===== config.mk =====
export PLATFORM = sky130hd
export DESIGN_NAME = verify_engine
export DESIGN_NICKNAME = d
export VERILOG_FILES = /design/src/rtl/verify_engine.sv
export SDC_FILE = /design/constraint.sdc
export NUM_CORES = 1
export LEC_CHECK = 0
export ABC_AREA = 1
export CORE_MARGIN = 5
export CORE_UTILIZATION = 63
export CTS_BUF_LIST = sky130_fd_sc_hd__clkbuf_2 sky130_fd_sc_hd__clkbuf_4 sky130_fd_sc_hd__clkbuf_8
export CTS_CLUSTER_SIZE = 8
export DETAILED_ROUTE_END_ITERATION = 7
export GPL_ROUTABILITY_DRIVEN = 1
export MAX_ROUTING_LAYER = met4
export PLACE_DENSITY = 0.88
export SLEW_MARGIN = 0
export SYNTH_ARGS = -nofsm -noshare
export SYNTH_HDL_FRONTEND = slang
export SYNTH_SLANG_ARGS = --single-unit

===== constraint.sdc =====
create_clock -name clk -period 5.5 [get_ports clk]
set_clock_uncertainty 0.05 [all_clocks]
set_input_delay 0.55 -clock clk [delete_from_list [all_inputs] [get_ports clk]]
set_output_delay 0.55 -clock clk [all_outputs]
set_load 0.03 [all_outputs]

===== src/rtl/verify_engine.sv =====
// Buffers user-entered values and, on a rising start, scans them against KEY,
// then reports a one-cycle final_analysis pulse with match flag and error count.
module verify_engine #(
  parameter int DEPTH = 8,
  parameter int WIDTH = 4,
  parameter logic [DEPTH*WIDTH-1:0] KEY = 32'h7654_3210
) (
  input  logic                         clk,
  input  logic                         rst,
  input  logic [WIDTH-1:0]             din,
  input  logic                         din_valid,
  input  logic                         clear,
  input  logic                         start,
  output logic                         final_analysis,
  output logic                         match,
  output logic [$clog2(DEPTH+1)-1:0]   err_count,
  output logic [$clog2(DEPTH+1)-1:0]   count,
  output logic                         full,
  output logic                         busy
);

  localparam int CW = $clog2(DEPTH+1);
  localparam int IW = (DEPTH > 1) ? $clog2(DEPTH) : 1;

  // state  | meaning
  // IDLE   | accept writes / clear, wait for rising start
  // SCAN   | compare one entry per cycle against KEY
  // REPORT | final_analysis pulse, results valid
  // HOLD   | wait for start to drop before re-arming
  typedef enum logic [1:0] {IDLE, SCAN, REPORT, HOLD} state_t;

  state_t          state, state_next;
  logic [WIDTH-1:0] mem [DEPTH];
  logic [IW-1:0]   idx;
  logic            start_q;
  logic            start_edge;
  logic            scan_go;
  logic            last_idx;
  logic            wr_en;
  logic            miss;
  logic [CW-1:0]   count_next;
  logic [CW-1:0]   err_next;
  logic            busy_d;
  logic            fa_d;

  assign start_edge = start & ~start_q;
  assign scan_go    = (state == IDLE) && !clear && start_edge;
  assign last_idx   = (idx == IW'(DEPTH-1));

  always_ff @(posedge clk or posedge rst) begin
    if (rst) state <= IDLE;
    else     state <= state_next;
  end

  always_comb begin
    state_next = state;
    case (state)
      IDLE:    if (scan_go) state_next = SCAN;
      SCAN:    if (last_idx) state_next = REPORT;
      REPORT:  state_next = HOLD;
      HOLD:    if (!start) state_next = IDLE;
      default: state_next = IDLE;
    endcase
  end

  // Outputs are decoded from the next state so that they come straight off flops.
  always_comb begin
    busy_d = (state_next != IDLE);
    fa_d   = (state_next == REPORT);
  end

  always_comb begin
    wr_en      = (state == IDLE) && !clear && din_valid && (count != CW'(DEPTH));
    miss       = (CW'(idx) >= count) || (mem[idx] != KEY[idx*WIDTH +: WIDTH]);
    err_next   = err_count + CW'(miss);
    count_next = count;
    if ((state == IDLE) && clear) count_next = '0;
    else if (wr_en)               count_next = count + CW'(1);
  end

  // Buffer contents need no reset; count alone defines what is valid.
  always_ff @(posedge clk) begin
    if (wr_en) mem[count[IW-1:0]] <= din;
  end

  always_ff @(posedge clk or posedge rst) begin
    if (rst) begin
      start_q        <= 1'b1;
      count          <= '0;
      full           <= 1'b0;
      err_count      <= '0;
      match          <= 1'b0;
      idx            <= '0;
      busy           <= 1'b0;
      final_analysis <= 1'b0;
    end else begin
      start_q        <= start;
      count          <= count_next;
      full           <= (count_next == CW'(DEPTH));
      busy           <= busy_d;
      final_analysis <= fa_d;
      if (scan_go) begin
        idx       <= '0;
        err_count <= '0;
      end else if (state == SCAN) begin
        idx       <= idx + IW'(1);
        err_count <= err_next;
        if (last_idx) match <= (err_next == '0) && (count == CW'(DEPTH));
      end
    end
  end

endmodule


---- After elaboration in Yosys (flattened, before gate mapping) ----
Memories as Yosys holds them, arrays and structs flattened.
Cells that the tools add are included.
cells by class
  reductions and logical operators ........ 13
  add/sub/neg operators ................... 3
  shift-type cells ........................ 1
  magnitude comparators ................... 1
  equality and inequality tests ........... 9
  multiplexer cells ....................... 12
  bitwise operators ....................... 3
operators with widths
  kind                                                                           number
  32-bit by 6-bit variable part select with 4-bit output (first input constant)  1
  4-bit two-way mux                                                              4
  4-bit equality test (second input constant)                                    2
  2-bit one-hot mux with 4 select lines                                          1
  2-bit equality test (second input constant)                                    3
  1-bit logical AND                                                              6
  2-bit two-way mux                                                              3
  3-bit two-way mux                                                              2
  4-bit by 1-bit adder with 4-bit output                                         1
  4-bit by 1-bit adder with 4-bit output (second input constant)                 1
  3-bit by 4-bit >= comparator with 1-bit output                                 1
  4-bit logical NOT                                                              1
  4-bit != test                                                                  1
  4-bit != test (second input constant)                                          1
  2-bit nonzero test                                                             2
  3-bit by 1-bit adder with 3-bit output (second input constant)                 1
  3-bit equality test (second input constant)                                    1
  3-bit AND reduction                                                            1
  2-bit by 1-bit equality test with 1-bit output (second input constant)         1
  2-bit logical NOT                                                              1
  1-bit two-way mux                                                              2
  1-bit NOT                                                                      2
  1-bit AND                                                                      1
  1-bit logical NOT                                                              1
  1-bit logical OR                                                               1
storage, ports and cells
  bits in writable memories ............... 32
  memories kept ........................... 1
  flip-flop bits (word level) ............. 18
  logic and storage cells ................. 52
  output and inout port bits .............. 12
memories
  memory  words  bits a word  read ports  clocked after memory_dff  write ports  RTL line  RTL
  mem     8      4            1           0                         1            33        logic [WIDTH-1:0] mem [DEPTH];

---- Depth between registers and ports, before layout ----
  depth in word-level cells ............... 7
  gate-level depth with buffers ........... 14
  gate-level depth less buffers ........... 13

---- Worst setup path before layout ----
OpenSTA, ideal clock, no wires.
  path type ............................... reg-to-reg
  start point ............................. register count[1]
  end point ............................... register match
  stages on the path, launching flop included .. 13
  period minus slack after synthesis ...... 2.293 ns
  arrival ................................. 2.176 ns
  setup time .............................. 0.066 ns
  setup slack ............................. 3.207 ns
  path through ............................ dfrtp_1 inv_1 ha_1 o21ai_0 a21boi_0 o21ai_0 nand3_1 ha_1 ha_1 xor2_1 nor3_1 nand4_1 nand2_1
on the way
  cells in the longest elaborated chain, start to end .. 5
ends and longest elaborated chain
  element                                         RTL line  RTL
  start: declaration                              17        output logic [$clog2(DEPTH+1)-1:0] count,
  start signal: assignment                        98        count <= count_next;
  3-bit by 4-bit >= comparator with 1-bit output  74        miss = (CW'(idx) >= count) || (mem[idx] != KEY[idx*WIDTH +: WIDTH]);
  1-bit logical OR                                74
  4-bit by 1-bit adder with 4-bit output          75        err_next = err_count + CW'(miss);
  4-bit logical NOT                               108       if (last_idx) match <= (err_next == '0) && (count == CW'(DEPTH));
  1-bit logical AND (*)                           108
  end signal: assignment                          108
  end: declaration                                15        output logic match,
Mark *: on every way between the ends. The rest lies on a longest branch, timed or not.
A chain may end at the register's enable or synchronous reset.

---- Worst setup path in the final report ----
  start point ............................. register idx[0]
  end point ............................... register match
on the way
  cells in the longest elaborated chain, start to end .. 6
ends and longest elaborated chain
  element                                                                                            RTL line  RTL
  start: declaration                                                                                 34        logic [IW-1:0] idx;
  start signal: assignment                                                                           106       idx <= idx + IW'(1);
  32-bit by 6-bit variable part select with 4-bit output / memory 8 x 4 bit (equally long branches)  -
  4-bit != test                                                                                      74
  1-bit logical OR                                                                                   74
  4-bit by 1-bit adder with 4-bit output                                                             75
  4-bit logical NOT                                                                                  108
  1-bit logical AND                                                                                  108
Several ways; a longest one is shown, not always the timed one.

==> flow_metrics.tcl <==
set metrics [dict create \
    status "finished, final reports clean" \
    p_leak_uw 0.00110 \
    avgSynthCellArea_sq_um 11.1 \
    drv_cap 0 \
    hold_path.class "register to register" \
    ios 21 \
    fp.dieH_um 69.4 \
    synth_nets 218 \
    tns_ns 0 \
    min_period_ns 2.50 \
    antennaDiodeCount 0 \
    power.total_uw 1210 \
    slowest_delay_ns 0.55 \
    crit_family "adder cells" \
    ctsResizeCount 0 \
    critPathLaunchType "register" \
    arrival_ns 2.78 \
    fmax_mhz 400 \
    worstHoldPathCells 2 \
    post-route-drc-count 0 \
    reg2reg_depth 12 \
    peakVddDrop_uv 334 \
    async_reset_ff_frac 0.360 \
    yosys_warnings 0 \
    netlist_instances 200 \
    gp_congestion 0.789 \
    critPathMaxFanout 9 \
    io_buffers 20 \
    cpMostUsedCell "ha_1" \
    grt_overflow 0 \
    slowest_stage "dfrtp_1" \
    clk_pin_slew_ns 0.14 \
    vias 1468 \
    grt_pass1_wl_mm 6.77 \
    yosysTopAreaCell "edfxtp_1" \
    num_rows 21 \
    highest_layer "met4" \
    initial_utilization 0.660 \
    synth.distinct_cells 25 \
    place_hpwl_mm 2.94 \
    dr_wl_met3_um 225 \
    slew_violations 0 \
    yosysSeqAreaShare 0.636 \
    clock_latency_ns 0.37 \
    rsz0062_at_grt "no" \
    synth.area.top_cells "edfxtp_1 (43%), dfrtp_1 (19%), nand2_1 (6.9%)" \
    crit_required_ns 5.78 \
    slew_headroom 0.541 \
    final_antenna_net_count 0 \
    wire_per_inst_um 14.9 \
    tightest_slew_ns 0.688 \
    grt_pass1_vias 1495 \
    powerDensity_nw_per_um2 477 \
    wl_met1_mm 1.65 \
    cts_tree "built" \
    wirelength_mm 4.05 \
    dr.pass1.iters 4 \
    track_usage 0.185 \
    finalCritPeriodShare 0.454 \
    drt-initial-drc-count 102 \
    antenna_found_initial 0 \
    dieArea_sq_um 4810 \
    synth_seq_cells 50 \
    syn_area_sq_um 2220 \
    die_x_um 69.4 \
    cts_buffer_depth 2 \
    cp.buffers_inverters 1 \
    critPathKind "register to register" \
    fin_util 0.756 \
    worstPathCellList "inv_1 > ha_1 > o21ai_0 > a21boi_0 > o21ai_0 > nand3_1 > ha_1 > ha_1 > xor2_1 > nor3_1 > nand4_1 > nand2_1" \
    synth_top_area_frac 0.433 \
    hold_buffers 0 \
    critPathCaptureType "register" \
    coreArea_sq_um 3360 \
    wl_met2_mm 2.10 \
    postCtsSetupRepairBufs 0 \
    viasPerCell 5.40 \
    crit_cells 12 \
    drive_above_1_share 0.119 \
    cts_buffers 5 \
    final-hold-violation-count 0 \
    root_buffer "clkbuf_4" \
    grt_max_degree 19 \
    synth_edf_count 32 \
    setup_viol_count_final 0 \
    ys.flop_type "edfxtp_1" \
    area_growth_pct 14.5 \
    htree_levels 2 \
    cts_sinks 50 \
    nets 243 \
]
[cell families (layout without fill, tap and decap cells)]
logic type,after synthesis,count (layout),share of synthesized area
DFF,50,50,0.636
and+or+nand+nor,92,92,0.207
AOI/OAI and AO/OA,13,13,0.0349
xor gates and xnor gates,3,3,0.0118
buffers and inverters,33,59,0.0592
adders and majority gates,9,9,0.0507
[cells in the final DEF, fill, tap and decap left out, drive strengths merged]
cell type,n
nor3,4
edfxtp,32
nand2,45
o21ai,10
a21oi,1
inv,32
nand3,12
ha,9
o21bai,1
bufinv,1
clkdlybuf4s50,20
nor2,23
dfrtp,17
clkinv,1
xor2,3
nand4,8
clkbuf,5
a21boi,1
dfstp,1
[path summary, 6_finish.rpt]
path,slack (ns),startpoint,to
worst max-delay path,3.00,idx[0],match
worst min-delay path,0.50,match,match
worst max register to register,3.00,idx[0],match
worst min register to register,0.50,match,match
max in group asynchronous,4.44,rst,count[1]
min in group asynchronous,0.51,rst,state[1]
[per-stage QoR]
stage,cell area [sq um],hold slack [ns],instances,worst slack (ns)
6_report,2540,0.496,272,3.00
3_3_place_gp,2460,0.446,264,3.22
2_1_floorplan,2220,0.438,200,3.21
4_1_cts,2540,0.494,272,3.04
5_1_grt,2540,0.542,272,2.75
3_5_place_dp,2460,0.456,264,3.12
[final cells by class]
type / count / area (sq um)
clock inverters: 3 / 42.5
clock buffers: 5 / 37.5
fillers: 250 / 820
inverters: 31 / 116
flip-flops and latches: 50 / 1410
repair buffers: 20 / 200
multi-input cells: 117 / 677
well taps: 46 / 57.6
[registers in the layout (all words and copies together), names as in the netlist]
signal,count
busy,1
count,4
err_count,4
final_analysis,1
full,1
idx,3
match,1
mem,32
start_q,1
state,2
[tightest hold or removal path: cells and delay by family, from the launching register on]
family	cells	cell delay, ns
and+or+nand+nor	1	0.07
DFF	1	0.38
AOI/OAI and AO/OA	1	0.08
[synthesized netlist by cell type, drive strengths merged (3+ instances only)]
cell    instances
o21ai          10
nor2           23
nand2          45
ha              9
dfrtp          17
nor3            4
edfxtp         32
nand3          12
nand4           8
xor2            3
inv            31
[per-layer routing]
metal  vias up  global-route usage
met5         -                   -
met4         0              0.0824
met3        11              0.0551
met2        55               0.298
met1       689               0.215
li1        713                   -
[where the power goes]
group / switching (uW) / total (uW) / internal (uW) / leakage [uW]
Sequential: 69.4 / 529 / 459 / 0.000517
Combinational: 297 / 474 / 177 / 0.000538
Clock: 114 / 210 / 95.9 / 0.0000432
No activity file was read; power rests on OpenSTA's default activity.
